<file path="config.mk">
export PLATFORM = sky130hd
export DESIGN_NAME = i2s_capture_sequencer_flat
export DESIGN_NICKNAME = d
export VERILOG_FILES = /design/src/rtl/i2s_capture_sequencer_if.sv /design/src/rtl/i2s_capture_sequencer.sv /design/src/flat_wrapper.sv
export SDC_FILE = /design/constraint.sdc
export NUM_CORES = 1
export LEC_CHECK = 0
export ABC_AREA = 1
export BUFFER_PORTS_ARGS = -buffer_cell sky130_fd_sc_hd__buf_2
export CAP_MARGIN = 10
export CELL_PAD_IN_SITES_DETAIL_PLACEMENT = 1
export CELL_PAD_IN_SITES_GLOBAL_PLACEMENT = 1
export CORE_MARGIN = 5
export CORE_UTILIZATION = 30
export CTS_BUF_LIST = sky130_fd_sc_hd__clkbuf_4
export CTS_CLUSTER_DIAMETER = 80
export DETAILED_ROUTE_END_ITERATION = 8
export PLACE_DENSITY = 0.74
export RECOVER_POWER = 50
export SYNTH_ARGS = -nofsm -noshare
export SYNTH_HDL_FRONTEND = slang
export SYNTH_SLANG_ARGS = --single-unit
</file>
<file path="constraint.sdc">
create_clock -name HCLK -period 7.5 [get_ports HCLK]
set_input_delay 0 -clock HCLK [delete_from_list [all_inputs] [get_ports HCLK]]
set_output_delay 0 -clock HCLK [all_outputs]
set_load 0.02 [all_outputs]
</file>
<file path="src/rtl/i2s_capture_sequencer_if.sv">
// Control/data bundle between the register front end, the I2S receiver and the
// sample FIFO on one side and the capture sequencer on the other.
interface i2s_capture_sequencer_if #(
    parameter int unsigned DW    = 32,
    parameter int unsigned CNT_W = 12
);
    logic             start;
    logic             stop;
    logic             cont;
    logic [1:0]       ch_sel;
    logic [CNT_W-1:0] frame_len;
    logic             smp_valid;
    logic             smp_ws;
    logic [DW-1:0]    smp_data;
    logic             i2s_en;
    logic             fifo_full;
    logic             fifo_wr;
    logic [DW-1:0]    fifo_wdata;
    logic             busy;
    logic             done;
    logic             overrun;
    logic [7:0]       overrun_cnt;
    logic [CNT_W-1:0] sample_cnt;
    logic             irq;

    // Environment side: registers, receiver and FIFO
    modport master (
        output start, stop, cont, ch_sel, frame_len, smp_valid, smp_ws, smp_data, fifo_full,
        input  i2s_en, fifo_wr, fifo_wdata, busy, done, overrun, overrun_cnt, sample_cnt, irq
    );

    // Sequencer side
    modport slave (
        input  start, stop, cont, ch_sel, frame_len, smp_valid, smp_ws, smp_data, fifo_full,
        output i2s_en, fifo_wr, fifo_wdata, busy, done, overrun, overrun_cnt, sample_cnt, irq
    );
endinterface

</file>
<file path="src/rtl/i2s_capture_sequencer.sv">
// Sequences an I2S receiver and its sample FIFO: enable, discard warm-up words,
// align to the frame's first channel, push FRAME_LEN selected samples, interrupt.
module i2s_capture_sequencer #(
    parameter int unsigned DW     = 32,
    parameter int unsigned CNT_W  = 12,
    parameter int unsigned WARMUP = 2
) (
    input logic                     HCLK,
    input logic                     HRESETn,
    i2s_capture_sequencer_if.slave  seq_io
);
    localparam logic [1:0] StIdle    = 2'd0;
    localparam logic [1:0] StWarm    = 2'd1;
    localparam logic [1:0] StAlign   = 2'd2;
    localparam logic [1:0] StCapture = 2'd3;

    localparam logic [CNT_W-1:0] WarmLast   = CNT_W'((WARMUP > 0) ? WARMUP - 1 : 0);
    localparam logic [1:0]       FirstState = (WARMUP == 0) ? StAlign : StWarm;

    logic [1:0]       state_q, state_d;
    logic [CNT_W-1:0] len_q, len_d;
    logic [1:0]       chsel_q, chsel_d;
    logic             cont_q, cont_d;
    logic [CNT_W-1:0] warm_q, warm_d;
    logic [CNT_W-1:0] cnt_q, cnt_d;
    logic             done_q, done_d;
    logic             ovr_q, ovr_d;
    logic [7:0]       ovr_cnt_q, ovr_cnt_d;
    logic             wr_q, wr_d;
    logic [DW-1:0]    wdata_q, wdata_d;
    logic             irq_q, irq_d;

    logic             take;
    logic             sel;
    logic [CNT_W-1:0] base;
    logic [CNT_W-1:0] cnt_inc;

    // Next-state: FSM, config latch, frame counting and overrun bookkeeping
    always_comb begin
        state_d   = state_q;
        len_d     = len_q;
        chsel_d   = chsel_q;
        cont_d    = cont_q;
        warm_d    = warm_q;
        cnt_d     = cnt_q;
        done_d    = done_q;
        ovr_d     = ovr_q;
        ovr_cnt_d = ovr_cnt_q;
        wr_d      = 1'b0;
        wdata_d   = wdata_q;
        irq_d     = 1'b0;
        take      = 1'b0;
        // Stereo (10/11) takes both channels; mono takes the matching one
        sel       = chsel_q[1] | (seq_io.smp_ws == chsel_q[0]);
        // In continuous mode a completed frame restarts counting from zero
        base      = (cnt_q == len_q) ? '0 : cnt_q;
        cnt_inc   = base + CNT_W'(1);

        if (state_q == StCapture && cnt_q == len_q) begin
            cnt_d = '0;
        end

        unique case (state_q)
            StIdle: begin
                if (seq_io.start && !seq_io.stop && seq_io.frame_len != '0) begin
                    len_d     = seq_io.frame_len;
                    chsel_d   = seq_io.ch_sel;
                    cont_d    = seq_io.cont;
                    warm_d    = '0;
                    cnt_d     = '0;
                    done_d    = 1'b0;
                    ovr_d     = 1'b0;
                    ovr_cnt_d = '0;
                    state_d   = FirstState;
                end
            end
            StWarm: begin
                if (seq_io.stop) begin
                    state_d = StIdle;
                end else if (seq_io.smp_valid) begin
                    if (warm_q == WarmLast) begin
                        state_d = StAlign;
                    end else begin
                        warm_d = warm_q + CNT_W'(1);
                    end
                end
            end
            StAlign: begin
                if (seq_io.stop) begin
                    state_d = StIdle;
                end else if (seq_io.smp_valid && seq_io.smp_ws == (chsel_q == 2'b01)) begin
                    take    = 1'b1;
                    state_d = StCapture;
                end
            end
            StCapture: begin
                if (seq_io.stop) begin
                    state_d = StIdle;
                end else if (seq_io.smp_valid && sel) begin
                    take = 1'b1;
                end
            end
            default: state_d = StIdle;
        endcase

        if (take) begin
            if (seq_io.fifo_full) begin
                ovr_d = 1'b1;
                if (ovr_cnt_q != 8'hFF) begin
                    ovr_cnt_d = ovr_cnt_q + 8'd1;
                end
            end else begin
                wr_d    = 1'b1;
                wdata_d = seq_io.smp_data;
                cnt_d   = cnt_inc;
                if (cnt_inc == len_q) begin
                    done_d = 1'b1;
                    irq_d  = 1'b1;
                    if (!cont_q) begin
                        state_d = StIdle;
                    end
                end
            end
        end
    end

    // State registers with synchronous active-low reset
    always_ff @(posedge HCLK) begin
        if (!HRESETn) begin
            state_q   <= StIdle;
            len_q     <= '0;
            chsel_q   <= '0;
            cont_q    <= 1'b0;
            warm_q    <= '0;
            cnt_q     <= '0;
            done_q    <= 1'b0;
            ovr_q     <= 1'b0;
            ovr_cnt_q <= '0;
            wr_q      <= 1'b0;
            wdata_q   <= '0;
            irq_q     <= 1'b0;
        end else begin
            state_q   <= state_d;
            len_q     <= len_d;
            chsel_q   <= chsel_d;
            cont_q    <= cont_d;
            warm_q    <= warm_d;
            cnt_q     <= cnt_d;
            done_q    <= done_d;
            ovr_q     <= ovr_d;
            ovr_cnt_q <= ovr_cnt_d;
            wr_q      <= wr_d;
            wdata_q   <= wdata_d;
            irq_q     <= irq_d;
        end
    end

    assign seq_io.i2s_en      = (state_q != StIdle);
    assign seq_io.busy        = (state_q != StIdle);
    assign seq_io.fifo_wr     = wr_q;
    assign seq_io.fifo_wdata  = wdata_q;
    assign seq_io.done        = done_q;
    assign seq_io.overrun     = ovr_q;
    assign seq_io.overrun_cnt = ovr_cnt_q;
    assign seq_io.sample_cnt  = cnt_q;
    assign seq_io.irq         = irq_q;
endmodule

</file>
<file path="src/flat_wrapper.sv">
// flat-port wrapper written by rule: the top's interface ports become plain ports
module i2s_capture_sequencer_flat 
#(
    parameter int unsigned DW     = 32,
    parameter int unsigned CNT_W  = 12,
    parameter int unsigned WARMUP = 2
)
  (HCLK, HRESETn, seq_io_start, seq_io_stop, seq_io_cont, seq_io_ch_sel, seq_io_frame_len, seq_io_smp_valid, seq_io_smp_ws, seq_io_smp_data, seq_io_fifo_full, seq_io_i2s_en, seq_io_fifo_wr, seq_io_fifo_wdata, seq_io_busy, seq_io_done, seq_io_overrun, seq_io_overrun_cnt, seq_io_sample_cnt, seq_io_irq);
  i2s_capture_sequencer_if #(.DW(DW), .CNT_W(CNT_W)) seq_io_i ();
  input logic HCLK;
  input logic HRESETn;
  input wire logic [$bits(seq_io_i.start)-1:0] seq_io_start;
  input wire logic [$bits(seq_io_i.stop)-1:0] seq_io_stop;
  input wire logic [$bits(seq_io_i.cont)-1:0] seq_io_cont;
  input wire logic [$bits(seq_io_i.ch_sel)-1:0] seq_io_ch_sel;
  input wire logic [$bits(seq_io_i.frame_len)-1:0] seq_io_frame_len;
  input wire logic [$bits(seq_io_i.smp_valid)-1:0] seq_io_smp_valid;
  input wire logic [$bits(seq_io_i.smp_ws)-1:0] seq_io_smp_ws;
  input wire logic [$bits(seq_io_i.smp_data)-1:0] seq_io_smp_data;
  input wire logic [$bits(seq_io_i.fifo_full)-1:0] seq_io_fifo_full;
  output wire logic [$bits(seq_io_i.i2s_en)-1:0] seq_io_i2s_en;
  output wire logic [$bits(seq_io_i.fifo_wr)-1:0] seq_io_fifo_wr;
  output wire logic [$bits(seq_io_i.fifo_wdata)-1:0] seq_io_fifo_wdata;
  output wire logic [$bits(seq_io_i.busy)-1:0] seq_io_busy;
  output wire logic [$bits(seq_io_i.done)-1:0] seq_io_done;
  output wire logic [$bits(seq_io_i.overrun)-1:0] seq_io_overrun;
  output wire logic [$bits(seq_io_i.overrun_cnt)-1:0] seq_io_overrun_cnt;
  output wire logic [$bits(seq_io_i.sample_cnt)-1:0] seq_io_sample_cnt;
  output wire logic [$bits(seq_io_i.irq)-1:0] seq_io_irq;
  assign seq_io_i.start = seq_io_start;
  assign seq_io_i.stop = seq_io_stop;
  assign seq_io_i.cont = seq_io_cont;
  assign seq_io_i.ch_sel = seq_io_ch_sel;
  assign seq_io_i.frame_len = seq_io_frame_len;
  assign seq_io_i.smp_valid = seq_io_smp_valid;
  assign seq_io_i.smp_ws = seq_io_smp_ws;
  assign seq_io_i.smp_data = seq_io_smp_data;
  assign seq_io_i.fifo_full = seq_io_fifo_full;
  assign seq_io_i2s_en = seq_io_i.i2s_en;
  assign seq_io_fifo_wr = seq_io_i.fifo_wr;
  assign seq_io_fifo_wdata = seq_io_i.fifo_wdata;
  assign seq_io_busy = seq_io_i.busy;
  assign seq_io_done = seq_io_i.done;
  assign seq_io_overrun = seq_io_i.overrun;
  assign seq_io_overrun_cnt = seq_io_i.overrun_cnt;
  assign seq_io_sample_cnt = seq_io_i.sample_cnt;
  assign seq_io_irq = seq_io_i.irq;
  i2s_capture_sequencer #(.DW(DW), .CNT_W(CNT_W), .WARMUP(WARMUP)) u_core (.HCLK(HCLK), .HRESETn(HRESETn), .seq_io(seq_io_i));
endmodule
</file>
==> results by stage, run 1 <==
Clocking:
- Clock-pin slew was measured on the worst setup and hold paths at 0.16 ns.
- Counting along the longest clock path gives a buffer depth of 2.
- The number of setup buffers added after CTS is 0.
- After clock tree synthesis, the flow added hold-fix buffers numbering 60.
- Buffers inserted during clock tree synthesis total 9.
- The later pin in the worst-skew pair is clocked with a latency of 0.48 ns.
- The number of clock sinks seen by CTS is 85.
- Post-CTS repair changed the size of 0 cells.
- CTS built an H-tree with a depth of 3.
- TritonCTS built the clock tree.
- The CTS root buffer is sky130_fd_sc_hd__clkbuf_4.

Setup path:
- For the worst setup path, the data required time is 7.90 ns.
- The end of the worst register-to-register path is u_core.warm_q[9].
- The setup path with the least slack is of type in -> reg.
- Along the worst path, the maximum fanout reaches 41.
- The endpoint kind of the worst setup timing path is a flip-flop.
- The library cell appearing most often on the critical path is sky130_fd_sc_hd__nor2_1.
- Among all stages on the critical path, the largest delay is contributed by sky130_fd_sc_hd__clkbuf_1.
- The signal on the critical path passes through dlygate4sd3_1 > buf_2 > nor4_1 > nand3_1 > nand4_1 > clkbuf_1 > nand2_1 > inv_1 > nor2_1 > nand2_1 > nor2_1 > a31oi_1 > nor2_1.
- In this run the critical register-to-register path is launched from u_core.state_q[0].
- In this run the register-to-register setup slack is 4.15 ns.
- Data arrives at the worst endpoint at 4.12 ns.
- The worst setup path is launched from an input port.
- The stage delay of the slowest cell on the critical path is 1.33 ns.
- The number of cells on the worst reg-to-reg path is 10.

Cells and area:
- The total of fill cells in the finished design is 1752.
- The area overhead of the layout relative to synthesis is 32.6%.
- The sequential cells in the finished layout cover a total of 1700 um2.
- The non-filler instance count after layout is 909.
- The share of post-route cells with drive strength above 1 is 0.128.
- The antenna cell count is 0.
- For this run, the post-layout net count is 786.
- The multi-input combinational cells in the finished layout cover a total of 2010 um2.

Min path:
- The class of the tightest hold or removal check is in -> reg.
- The worst hold path terminates at u_core.len_q[4].
- Along the worst hold path, the cell count comes to 5.
- In this run the most critical hold path is launched from seq_io_start.

Yosys:
- The area share of the leading cell type in the synthesized netlist is 0.413.
- The synthesized design contains 85 register bits.
- When the netlist entered floorplanning its net count stood at 620.
- The number of distinct standard cells referenced by the synthesized netlist is 40.
- The synthesized netlist occupies a cell area of 4120 um2.
- After synthesis, the share of flip-flops with an asynchronous set or reset is 0.
- The most numerous cell in the Yosys netlist is sky130_fd_sc_hd__nand2_1.
- The total of warnings raised by yosys is 0.
- Sorting the synthesized cells by how often they occur yields sky130_fd_sc_hd__nand2_1 (125), sky130_fd_sc_hd__dfxtp_1 (85), sky130_fd_sc_hd__inv_1 (77).
- The mean post-synth cell area is 7.32 um2.
- The proportion of synthesized chip area in sequential cells is 0.413.
- Counting flops with a built-in enable in the synthesized netlist gives 0.
- The most used flip-flop cell after synthesis is sky130_fd_sc_hd__dfxtp_1.
- The gate count of the mapped netlist is 562.
- In the post-synthesis netlist, the biggest area contributors are sky130_fd_sc_hd__dfxtp_1 (41%), sky130_fd_sc_hd__nand2_1 (11%), sky130_fd_sc_hd__inv_1 (7.0%), sky130_fd_sc_hd__a22o_1 (6.8%), sky130_fd_sc_hd__nand3_1 (4.5%).
- Summed over all instances, the cell type with the most area after synthesis is sky130_fd_sc_hd__dfxtp_1.

Timing:
- The final worst clock skew is 0.0176 ns.
- In the final timing run, aggregate negative setup slack is 0 ns.
- The actual slew at the worst max-slew pin is 1.83 ns.
- The part of the cycle the worst path needs is 0.496.
- The worst path in the final design needs a cycle of 3.72 ns, including I/O delays and setup.
- The count of endpoints failing hold in the final timing report is 0.
- Measured against its own limit, the worst slew margin works out to -0.219.
- The highest clock frequency the design can meet is 0.269 GHz.
- Setup repair after global routing left no endpoint under its margin.
- The final max-slew violation count is 42.
- Final hold analysis gives a worst-case slack of 0.161 ns.
- The count of endpoints failing setup in the final report is 0.

GRT:
- The initial antenna violation count is 0.
- Entering global routing, the biggest net connects 42 pins.
- The total grt overflow is 0.
- The via count of the first global-routing pass is 4863.
- The wire length of the first global-routing pass is 23600 um.
- For this run, the total global-route usage over all layers was measured as 0.181.

Die:
- The initial cell density of the core is 0.308.
- The die covers 16200 um2.
- Measured along the y axis, the die boundary spans 127 um.
- The I/O pin count is 112.
- Row generation in the floorplan step produced 42 rows.
- The floorplan step defined a core boundary enclosing 13300 um2.
- The floorplan die width is 127 um.

Route:
- For this run, design rule violations remaining after detail routing come to 0.
- In the final routed layout, each cell accounts on average for 15.8 um.
- The met3 wire length is 658 um.
- The uppermost layer routed is met4.
- The first detailed-routing pass took 4 iterations.
- The total length of routed met2 wires is 7000 um.
- The wire length on met1 is 6450 um.
- The via count is 4438.
- The detailed router finished its first iteration with 173 violations.
- Using the TritonRoute via totals, the vias-per-cell ratio works out to 4.88.
- The detail route stage leaves a number of antenna-violating nets equal to 0.
- Wires add up to 14400 um.

Pwr:
- Summed over all cells, the static leakage comes to 2.34 nW.
- The net load switching power is 0.250 mW.
- The net switching fraction of the power is 0.302.
- The proportion of power drawn by the clock network is 0.314.
- In this run the power density over the cells is 152 nW/um2.
- The share of total power dissipated in combinational logic is 0.125.
- Cell internal power was estimated by the tool at 0.579 mW.
- The worst-case IR drop observed on VDD is 0.0836 mV.
- The sequential group share of total power is 0.561.
- The total power after layout is 0.830 mW.

Flow run:
- Across the run, the number of max-cap violations was 1.

Placement:
- The count of input and output buffers is 111.
- Detailed placement finished with a half-perimeter wire length of 9850 um.
- The weighted congestion reported at the end of routability-driven placement is 0.846.
- In this run, placement finished with an instance count of 833.

Status:
- The run finished, with violations left.
- The checks that failed: max-capacitance violations, max-slew violations.
-- cell families (layout without fill, tap and decap cells) --
logic type / after synthesis / count (layout) / synth area share
AO/OA/AOI/OAI: 113 / 113 / 0.176
buffers and inverters: 99 / 270 / 0.0982
adder cells (fa/ha/maj): 4 / 4 / 0.0122
XOR/XNOR: 6 / 6 / 0.0146
AND/OR/NAND/NOR: 255 / 255 / 0.285
flip-flops: 85 / 85 / 0.413
-- registers in the layout, indices dropped and copies added, names as in the netlist --
name	cells
u_core.seq_io.fifo_wdata	32
u_core.len_q	12
u_core.seq_io.sample_cnt	12
u_core.warm_q	12
u_core.seq_io.overrun_cnt	8
u_core.chsel_q	2
u_core.state_q	2
u_core.cont_q	1
u_core.seq_io.done	1
u_core.seq_io.fifo_wr	1
u_core.seq_io.irq	1
u_core.seq_io.overrun	1
-- cell usage in the layout (no fill, tap or decap), types with 3 or more instances in the layout --
| cell type | Yosys | final |
|---|---|---|
| sky130_fd_sc_hd__nor4_1 | 8 | 8 |
| sky130_fd_sc_hd__dlygate4sd3_1 | 0 | 60 |
| sky130_fd_sc_hd__o21ai_0 | 30 | 30 |
| sky130_fd_sc_hd__nor2_1 | 47 | 46 |
| sky130_fd_sc_hd__clkbuf_4 | 0 | 9 |
| sky130_fd_sc_hd__clkbuf_1 | 9 | 60 |
| sky130_fd_sc_hd__nand2_2 | 3 | 3 |
| sky130_fd_sc_hd__nand4_1 | 6 | 6 |
| sky130_fd_sc_hd__nand3_1 | 37 | 37 |
| sky130_fd_sc_hd__clkinv_4 | 0 | 4 |
| sky130_fd_sc_hd__o22ai_1 | 6 | 6 |
| sky130_fd_sc_hd__xnor2_1 | 4 | 4 |
| sky130_fd_sc_hd__ha_1 | 4 | 4 |
| sky130_fd_sc_hd__nor3_1 | 5 | 5 |
| sky130_fd_sc_hd__nand2_1 | 125 | 125 |
| sky130_fd_sc_hd__dfxtp_1 | 85 | 85 |
| sky130_fd_sc_hd__nand3b_1 | 5 | 5 |
| sky130_fd_sc_hd__buf_2 | 5 | 52 |
| sky130_fd_sc_hd__nor2_2 | 6 | 7 |
| sky130_fd_sc_hd__a22o_1 | 32 | 32 |
| sky130_fd_sc_hd__inv_1 | 77 | 77 |
| sky130_fd_sc_hd__a21oi_1 | 32 | 32 |
| sky130_fd_sc_hd__nand3_2 | 5 | 5 |
-- how the worst max path moves through the flow --
stage / startpoint / to / slack, ns / cells past startpoint
6_report: seq_io_frame_len[0] / u_core.warm_q[9] / 3.78 / 13
4_1_cts: u_core.seq_io.sample_cnt[2] / u_core.state_q[0] / 4.38 / 19
3_5_place_dp: u_core.seq_io.sample_cnt[2] / u_core.state_q[1] / 4.43 / 19
3_3_place_gp: u_core.seq_io.sample_cnt[2] / u_core.state_q[1] / 4.54 / 19
2_1_floorplan: u_core.seq_io.sample_cnt[2] / u_core.state_q[1] / 4.88 / 22
5_1_grt: seq_io_frame_len[1] / u_core.warm_q[9] / 3.34 / 13
-- per-stage QoR --
step	area, um2	util	setup WS [ns]
floorplan	4120	-	4.88
global placement	4810	0.360	4.54
detailed placement	4810	0.360	4.43
CTS	5540	0.415	4.38
global route	5460	0.409	3.34
finish	5460	0.409	3.78
-- cell type report --
type                       instances  area share
multi-input combinational        378       0.369
sequential                        85       0.312
timing repair buffer             173       0.200
inverter                          81      0.0557
tap                              176      0.0403
clock buffer                       9      0.0124
clock inverter                     7      0.0110
-- power groups by stage --
stage	Sequential [mW]	Combinational (mW)	Clock [mW]
floorplan	0.473	0.0494	0
global placement	0.475	0.0763	0
detailed placement	0.475	0.0783	0
CTS	0.465	0.103	0.270
global route	0.467	0.115	0.286
finish	0.465	0.104	0.260
-- worst max-delay path: cells and delay by family --
kind | cells | cell delay, ns
AOI/OAI and AO/OA | 1 | 0.15
buffers and inverters | 4 | 2.28
and+or+nand+nor | 8 | 1.67
-- layer usage --
layer,vias up,track usage
li1,2195,-
met1,2119,0.216
met2,102,0.320
met3,22,0.0409
met4,0,0.0606
met5,-,0
Power figures use the tool's default switching activity.
==> run 2: changes to the inputs <==
PLACE_DENSITY = 0.76   (was 0.74)
clock period = 3.2 ns   (was 7.5 ns; I/O delays follow)
==> run 2 against run 1 <==
Compared with the run above:
- the flow now finishes without violations
- global-route usage rose by 0.36 points
- worst setup slack got worse by 3.4 ns
- critical path depth rose by 6
- register-to-register slack got worse by 3.8 ns
- first-iteration DRC count rose by 24%
- utilization fell by 0.16 points
- count of clock-buffer cells in the layout rose by 1
- cell count fell by 0.44%
- sequential power rose by 130%
- non-clock buffer count fell by 4
- clock skew barely moved
- largest cell class unchanged
==> results by stage, run 2 (synthesis gave the netlist of run 1 again) <==
Clocking:
- The number of clock sinks seen by CTS is 85 (unchanged).
- The total clock buffers created by CTS is 9 (unchanged).
- The TritonCTS clock tree is built (unchanged).
- The clock transition at the registers of the reported paths came to 0.15 ns (was 0.16 ns).
- The buffer levels on the longest clock path is 2 (unchanged).
- The maximum level of the CTS H-tree is 3 (unchanged).
- The clock latency reported for the late side of the worst-skew pair is 0.46 ns (was 0.48 ns).
- The CTS root buffer is sky130_fd_sc_hd__clkbuf_4 (unchanged).

Cells and area:
- The number of flip-flops in the largest register was 32 (unchanged).
- Most frequent cells in the layout: sky130_fd_sc_hd__nand2_1 (125), sky130_fd_sc_hd__dfxtp_1 (85), sky130_fd_sc_hd__inv_1 (77), sky130_fd_sc_hd__clkbuf_1 (59), sky130_fd_sc_hd__buf_2 (52) (was sky130_fd_sc_hd__nand2_1 (125), sky130_fd_sc_hd__dfxtp_1 (85), sky130_fd_sc_hd__inv_1 (77), sky130_fd_sc_hd__dlygate4sd3_1 (60), sky130_fd_sc_hd__clkbuf_1 (60)).
- The layout net count is 782 (was 786).
- The antenna cell count is 0 (unchanged).
- The most common cell after layout, fill and taps aside is sky130_fd_sc_hd__nand2_1 (unchanged).
- The share of post-route cells with drive strength above 1 came to 0.137 (was 0.128).
- The area overhead of the layout relative to synthesis is 32.1% (was 32.6%).
- The non-filler instance count after layout is 905 (was 909).

Pwr:
- The total power divided by cell area is 368 nW/um2 (was 152 nW/um2).
- The maximum ir drop on the vdd rail was 0.205 mV (was 0.0836 mV).
- The leakage power total is 2.34 nW (about the same).

Route:
- The DRC marker count from the first detailed-route iteration is 215 (was 173).
- The detailed-routing iteration count for the pre-antenna-repair pass is 4 (unchanged).
- The number of design rule violations left after detail routing came to 0 (unchanged).
- The per-cell routed wire length was 15.9 um (was 15.8 um).
- The via count is 4409 (was 4438).
- The wire length reported by the detailed router is 14400 um (about the same).
- The number of nets still failing antenna checks after routing was 0 (unchanged).
- The routed via count divided by cell count is 4.87 (was 4.88).

Die:
- The floorplan die width is 127 um (unchanged).
- The floorplan die area was 16200 um2 (unchanged).
- The I/O pin count is 112 (unchanged).
- The placeable core region is 13300 um2 (unchanged).
- The vertical die dimension was 127 um (unchanged).
- The cell row count was 42 (unchanged).
- The initial cell density of the core was 0.308 (unchanged).

GRT:
- The via count of the first global-routing pass is 4873 (was 4863).
- The maximum number of pins on one net before global-route repair is 36 (was 42).
- The wire length of the first global-routing pass is 24000 um (was 23600 um).
- The met3 layer usage reported by global route came to 0.0367 (was 0.0409).
- The initial antenna violation count is 0 (unchanged).
- The global routing's busiest layer is met2 (unchanged).
- The global-route total usage across every layer came to 0.184 (was 0.181).
- The met1 usage is 0.218 (was 0.216).
- The total grt overflow is 0 (unchanged).
- The global-route track usage on met2 is 0.331 (was 0.320).

Setup path:
- The largest fanout of any net on the critical path came to 8 (was 41).
- The data arrival time of the critical path came to 3.18 ns (was 4.12 ns).
- The stage delay of the slowest cell on the critical path came to 0.59 ns (was 1.33 ns).
- The endpoint kind of the worst setup timing path is a flip-flop (unchanged).
- The startpoint class of the critical path is a flip-flop (was input port).
- The critical path data required time is 3.57 ns (was 7.90 ns).
- The highest-delay cell along the critical path is sky130_fd_sc_hd__dfxtp_1 (was sky130_fd_sc_hd__clkbuf_1).
- The library cell appearing most often on the critical path is sky130_fd_sc_hd__nand2_1 (was sky130_fd_sc_hd__nor2_1).
- The worst reg-to-reg setup slack is 0.39 ns (was 4.15 ns).
- The path type of the worst setup path was reg -> reg (was in -> reg).
- Worst-path cell chain: xnor2_2 > nand2_1 > nor2_1 > nand3_2 > nand2_1 > inv_1 > ha_1 > xnor2_1 > nand2_1 > nor2_1 > nand3_1 > nor2_1 > nand2_1 > nor2_1 > nand2_1 > nor2_2 > nand3_2 > nand2_1 > inv_1 (was dlygate4sd3_1 > buf_2 > nor4_1 > nand3_1 > nand4_1 > clkbuf_1 > nand2_1 > inv_1 > nor2_1 > nand2_1 > nor2_1 > a31oi_1 > nor2_1).

Timing:
- The relative max-transition margin is 0.525 (was -0.219).
- The part of the cycle the worst path needs is 0.877.
- The clock period could shrink to 2.81 ns.
- The count of endpoints failing hold in the final timing report came to 0 (unchanged).
- The final worst clock skew is 0.0173 ns (was 0.0176 ns).
- Unrepaired setup endpoints after global routing: false (unchanged).
- The final max-slew violation count was 0 (was 42).
- The count of endpoints failing setup in the final report is 0 (unchanged).
- The final-layout setup total negative slack is 0 ns (unchanged).
- Derived from the worst setup path, the maximum achievable clock frequency is 0.356 GHz.
- The actual slew at the worst max-slew pin is 0.713 ns (was 1.83 ns).

Placement:
- The count of input and output buffers was 111 (unchanged).
- The weighted congestion reported at the end of routability-driven placement was 0.858 (was 0.846).
- The HPWL reported at the end of detailed placement is 10300 um (was 9850 um).
- The placed cell count came to 838 (was 833).

Flow run:
- The max-cap violation count came to 0 (was 1).

Min path:
- The class of the tightest hold or removal check is in -> reg (unchanged).

Status:
- Result of the run: finished clean (was complete, but fails checks).
==> run 2: cell type report <==
type	instances	area, um2
fill	1724	7910
multi-input combinational	378	2010
sequential	85	1700
timing repair buffer	169	1050
inverter	81	304
tap	176	220
clock buffer	10	75.1
clock inverter	6	70.1
==> run 2: per-layer routing <==
layer | vias to the layer above | share of wire
met5 | - | 0
met1 | 2091 | 0.43
met2 | 114 | 0.50
met4 | 0 | 0.027
li1 | 2180 | -
met3 | 24 | 0.050
==> run 2: critical path: cells and delay by family, from the launching register on <==
family / cells / cell delay (ns)
flip-flops: 1 / 0.59
adder cells (fa/ha/maj): 1 / 0.31
XOR/XNOR: 2 / 0.29
AND/OR/NAND/NOR: 14 / 1.43
buffers and inverters: 2 / 0.09
==> run 2: final timing paths <==
check | cells after the start | to | from
worst max-delay path | 19 | u_core.state_q[1] | u_core.seq_io.sample_cnt[2]
worst min-delay path | 3 | u_core.chsel_q[0] | seq_io_start
worst max register to register | 19 | u_core.state_q[1] | u_core.seq_io.sample_cnt[2]
worst min register to register | 1 | u_core.warm_q[11] | u_core.warm_q[11]
==> run 2: metrics by stage <==
stage	area, um2	power [mW]	hold WS, ns	worst slack (ns)	util
floorplan	4120	1.22	0.138	0.576	-
global placement	4860	1.30	0.223	0.463	0.364
detailed placement	4860	1.30	0.231	0.420	0.364
CTS	5520	2.03	0.0277	0.369	0.413
global route	5440	2.11	0.0622	0.0813	0.407
finish	5440	2.00	0.0601	0.393	0.407
==> run 2: report_power, final <==
part	internal [mW]	switching (mW)
logic	0.107	0.132
registers	1.08	0.0150
clock network	0.256	0.418
==> run 2: repair_timing <==
item | in CTS | in global routing
endpoints found under the setup margin | 0 | 0
setup buffers | 0 | 0
hold endpoints to repair | 52 | 0
gates resized for setup | 0 | 0
hold buffers | 51 | 0
==> run 3: changes to the inputs <==
ABC_AREA = not set   (was 1)
CTS_BUF_LIST = sky130_fd_sc_hd__clkbuf_8   (was sky130_fd_sc_hd__clkbuf_4)
PLACE_DENSITY = 0.75   (was 0.76)
==> run 3 against run 2 <==
Compared with the run above:
- fmax shrank 7.9%
- utilization grew 1.4 points
- power grew 9.0%
- combinational power shrank 3%
- sequential power is essentially flat
- count of clock-buffer cells in the layout shrank 1
- global-route usage shrank 0.21 points
- routed wire length grew 0.57%
- synthesized area shrank 1.5%
- critical path type unchanged
- largest power group unchanged
==> results by stage, run 3 <==
Status:
- Result of the run: finished clean (unchanged).

Clocking:
- The number of clock sinks seen by CTS is 85 (unchanged).
- The buffer levels on the longest clock path came to 2 (unchanged).
- The clock transition at the registers of the reported paths is 0.09 ns (was 0.15 ns).
- The total clock buffers created by CTS was 9 (unchanged).
- The CTS root buffer is sky130_fd_sc_hd__clkbuf_8 (was sky130_fd_sc_hd__clkbuf_4).
- The maximum level of the CTS H-tree came to 3 (unchanged).
- The clock latency reported for the late side of the worst-skew pair is 0.38 ns (was 0.46 ns).
- The TritonCTS clock tree is built (unchanged).

Setup path:
- The highest-delay cell along the critical path is sky130_fd_sc_hd__a2111oi_4 (was sky130_fd_sc_hd__dfxtp_1).
- The critical path data required time is 3.45 ns (was 3.57 ns).
- The family with the most delay on the worst path was compound AO/OA/AOI/OAI gates (was simple AND/OR/NAND/NOR gates).
- The instance count on the critical path is 12 (was 19).
- The number of buffer and inverter stages on the critical path came to 0 (was 2).
- The stage delay of the slowest cell on the critical path was 0.44 ns (was 0.59 ns).
- Worst-path cell chain: xor2_1 > nor4_2 > nand3_1 > and2_4 > ha_4 > nand3_2 > xor2_1 > o21ai_0 > a2111oi_0 > o2bb2ai_1 > a2111oi_4 > a21oi_1 (was xnor2_2 > nand2_1 > nor2_1 > nand3_2 > nand2_1 > inv_1 > ha_1 > xnor2_1 > nand2_1 > nor2_1 > nand3_1 > nor2_1 > nand2_1 > nor2_1 > nand2_1 > nor2_2 > nand3_2 > nand2_1 > inv_1).
- The path type of the worst setup path is reg -> reg (unchanged).
- The number of cells on the worst reg-to-reg path is 12 (was 19).
- The critical register-to-register path startpoint is u_core.len_q[10] (was u_core.seq_io.sample_cnt[2]).
- The endpoint kind of the worst setup timing path is a flip-flop (unchanged).
- The library cell appearing most often on the critical path is sky130_fd_sc_hd__xor2_1 (was sky130_fd_sc_hd__nand2_1).
- The launching instance or port of the critical path is u_core.len_q[10] (was u_core.seq_io.sample_cnt[2]).
- The data arrival time of the critical path is 3.30 ns (was 3.18 ns).
- The largest fanout of any net on the critical path is 11 (was 8).
- The startpoint class of the critical path is a flip-flop (unchanged).

Yosys:
- The combined area of all synthesized cells is 4050 um2 (was 4120 um2).
- The total of flip-flops plus latches after synthesis is 85 (unchanged).
- The number of flops mapped to enable cells by yosys is 0 (unchanged).
- Ranking of synthesized cells by instance count: sky130_fd_sc_hd__nand2_1 (117), sky130_fd_sc_hd__dfxtp_1 (85), sky130_fd_sc_hd__a21oi_1 (66) (was sky130_fd_sc_hd__nand2_1 (125), sky130_fd_sc_hd__dfxtp_1 (85), sky130_fd_sc_hd__inv_1 (77)).
- The proportion of synthesized chip area in sequential cells is 0.420 (was 0.413).
- Area contributors post-synth: sky130_fd_sc_hd__dfxtp_1 (42%), sky130_fd_sc_hd__nand2_1 (11%), sky130_fd_sc_hd__a21oi_1 (8.1%), sky130_fd_sc_hd__xor2_1 (4.3%), sky130_fd_sc_hd__o21ai_0 (3.2%) (was sky130_fd_sc_hd__dfxtp_1 (41%), sky130_fd_sc_hd__nand2_1 (11%), sky130_fd_sc_hd__inv_1 (7.0%), sky130_fd_sc_hd__a22o_1 (6.8%), sky130_fd_sc_hd__nand3_1 (4.5%)).
- The most common flop cell mapped by yosys is sky130_fd_sc_hd__dfxtp_1 (unchanged).
- The area share of the leading cell type in the synthesized netlist is 0.420 (was 0.413).
- The gate count of the mapped netlist came to 515 (was 562).
- The synthesized netlist net count is 573 (was 620).
- The number of distinct standard cells referenced by the synthesized netlist is 56 (was 40).
- The mean post-synth cell area came to 7.87 um2 (was 7.32 um2).
- The total of warnings raised by yosys came to 0 (unchanged).
- The most numerous cell in the Yosys netlist is sky130_fd_sc_hd__nand2_1 (unchanged).
- The proportion of synthesized flip-flops having asynchronous set or reset was 0 (unchanged).
- The top cell type by total area after synthesis is sky130_fd_sc_hd__dfxtp_1 (unchanged).

Cells and area:
- The layout net count is 735 (was 782).
- The most common cell after layout, fill and taps aside is sky130_fd_sc_hd__nand2_1 (unchanged).
- The final standard cell utilization of the core came to 0.422 (was 0.407).
- Most frequent cells in the layout: sky130_fd_sc_hd__nand2_1 (117), sky130_fd_sc_hd__dfxtp_1 (75), sky130_fd_sc_hd__a21oi_1 (66), sky130_fd_sc_hd__buf_2 (56), sky130_fd_sc_hd__clkbuf_1 (55) (was sky130_fd_sc_hd__nand2_1 (125), sky130_fd_sc_hd__dfxtp_1 (85), sky130_fd_sc_hd__inv_1 (77), sky130_fd_sc_hd__clkbuf_1 (59), sky130_fd_sc_hd__buf_2 (52)).
- The share of post-route cells with drive strength above 1 was 0.176 (was 0.137).
- The number of flip-flops in the largest register is 32 (unchanged).
- The area overhead of the layout relative to synthesis came to 37.7% (was 32.1%).

Min path:
- The class of the tightest hold or removal check is in -> reg (unchanged).
- The hold path startpoint is seq_io_smp_valid (was seq_io_start).
- The worst hold path depth is 4 (was 3).

Route:
- The number of design rule violations left after detail routing came to 0 (unchanged).
- The number of nets still failing antenna checks after routing was 0 (unchanged).
- The routed via count divided by cell count came to 5.07 (was 4.87).
- The detailed-routing iteration count for the pre-antenna-repair pass was 4 (unchanged).
- The DRC marker count from the first detailed-route iteration came to 272 (was 215).
- The per-cell routed wire length came to 16.8 um (was 15.9 um).
- The wire length reported by the detailed router was 14500 um (was 14400 um).
- The via count is 4356 (was 4409).

GRT:
- The global-route total usage across every layer was 0.182 (was 0.184).
- The maximum number of pins on one net before global-route repair is 39 (was 36).
- The via count of the first global-routing pass is 4784 (was 4873).
- The initial antenna violation count is 1 (was 0).
- The wire length of the first global-routing pass was 23400 um (was 24000 um).
- The total grt overflow is 0 (unchanged).

Pwr:
- The sequential group share of total power is 0.495 (was 0.544).
- The leakage power total is 2.10 nW (was 2.34 nW).
- The maximum ir drop on the vdd rail is 0.177 mV (was 0.205 mV).
- The total power divided by cell area was 391 nW/um2 (was 368 nW/um2).
- The total power after layout is 2.18 mW (was 2.00 mW).
- The proportion of power drawn by the clock network is 0.399 (was 0.336).
- The share of power burned in combinational logic came to 0.106 (was 0.119).
- The internal power of the cells came to 1.62 mW (was 1.44 mW).
- The net load switching power is 0.559 mW (was 0.565 mW).
- The net switching fraction of the power is 0.256 (was 0.282).

Timing:
- The count of endpoints failing setup in the final report was 0 (unchanged).
- The part of the cycle the worst path needs came to 0.953 (was 0.877).
- The final max-slew violation count came to 0 (unchanged).
- The relative max-transition margin is 0.504 (was 0.525).
- The actual slew at the worst max-slew pin came to 0.737 ns (was 0.713 ns).
- The final worst clock skew came to 0.0110 ns (was 0.0173 ns).
- The final period demand of the worst path is 3.05 ns (was 2.81 ns).
- The highest clock frequency the design can meet came to 0.328 GHz (was 0.356 GHz).
- The count of endpoints failing hold in the final timing report is 0 (unchanged).

Die:
- The vertical die dimension came to 126 um (was 127 um).
- The I/O pin count was 112 (unchanged).
- The floorplan die area is 15900 um2 (was 16200 um2).
- The cell row count is 42 (unchanged).
- The initial cell density of the core is 0.306 (was 0.308).
- The floorplan die width is 126 um (was 127 um).
- The placeable core region is 13200 um2 (was 13300 um2).

Flow run:
- The max-cap violation count is 0 (unchanged).

Placement:
- The weighted congestion reported at the end of routability-driven placement is 0.907 (was 0.858).
- The count of input and output buffers is 111 (unchanged).
- The HPWL reported at the end of detailed placement was 9960 um (was 10300 um).
-- run 3: cell count changes after synthesis, sizes merged, moves of 8 or more --
cell    previous run  this run
nand3             43        22
xor2               1        20
and3               0         8
a22o              32         1
nor2              55        25
a21oi             32        66
clkbuf             9        22
or3                0         8
nand2            128       117
inv               79        13
-- run 3: timing repair --
item	CTS	global route
hold buffers	50	0
hold endpoints to repair	52	0
resized for setup	0	7
endpoints found under the setup margin	0	4
setup buffers	0	4
-- run 3: layout make-up --
type,instances,area [um2]
Fill cell,1680,7660
Sequential cell,85,1720
Clock inverter,7,96.3
Multi-Input combinational cell,386,2230
Antenna cell,1,2.50
Tap cell,176,220
Inverter,13,48.8
Clock buffer,9,124
Timing Repair Buffer,182,1140
-- run 3: worst register-to-register path, stage by stage, from the launching register on --
cell and delay, ns:
sky130_fd_sc_hd__dfxtp_2 0.36, sky130_fd_sc_hd__xor2_1 0.18, sky130_fd_sc_hd__nor4_2 0.36, sky130_fd_sc_hd__nand3_1 0.18, sky130_fd_sc_hd__and2_4 0.20, sky130_fd_sc_hd__ha_4 0.21, sky130_fd_sc_hd__nand3_2 0.11, sky130_fd_sc_hd__xor2_1 0.14
sky130_fd_sc_hd__o21ai_0 0.09, sky130_fd_sc_hd__a2111oi_0 0.39, sky130_fd_sc_hd__o2bb2ai_1 0.16, sky130_fd_sc_hd__a2111oi_4 0.44, sky130_fd_sc_hd__a21oi_1 0.12
-- run 3: per-layer routing --
metal / global-route usage / routed length, um / up-vias
li1: - / - / 2107
met1: 0.194 / 5630 / 2103
met2: 0.337 / 7770 / 113
met3: 0.0368 / 593 / 33
met4: 0.0965 / 478 / 0
met5: 0 / 0 / -
-- run 3: kinds of logic (layout without fill, tap and decap cells) --
kind of cell | count (synthesis) | in the layout | share of synthesized area
AND/OR/NAND/NOR | 223 | 223 | 0.254
AO/OA/AOI/OAI | 125 | 125 | 0.192
flip-flops | 85 | 85 | 0.420
buffers and inverters | 44 | 211 | 0.0441
XOR/XNOR | 32 | 32 | 0.0728
adder cells (fa/ha/maj) | 4 | 4 | 0.0123
multiplexers | 2 | 2 | 0.00525
other | 0 | 1 | 0
-- run 3: through the flow --
step | worst slack, ns | instances | hold WS [ns] | cell area [um2] | TNS, ns
final | 0.150 | 859 | 0.0917 | 5580 | 0
after floorplan | 0.0434 | 515 | 0.116 | 4130 | 0
after global routing | -0.0461 | 859 | 0.112 | 5580 | -0.147
after detailed placement | 0.116 | 788 | 0.249 | 4870 | 0
after CTS | 0.0911 | 854 | 0.0661 | 5590 | 0
after global placement | 0.175 | 788 | 0.241 | 4870 | 0
-- run 3: final timing paths --
path                                  endpoint  slack, ns
setup / recovery             u_core.state_q[0]       0.15
hold / removal               u_core.state_q[1]       0.09
setup reg to reg             u_core.state_q[0]       0.15
hold reg to reg   u_core.seq_io.fifo_wdata[29]       0.46
-- run 3: power groups by stage --
stage          Clock [mW]  Combinational [mW]  Sequential (mW)
2_1_floorplan           0               0.104             1.10
3_3_place_gp            0               0.175             1.10
3_5_place_dp            0               0.178             1.11
4_1_cts             0.894               0.227             1.08
5_1_grt             0.944               0.252             1.08
6_report            0.870               0.232             1.08
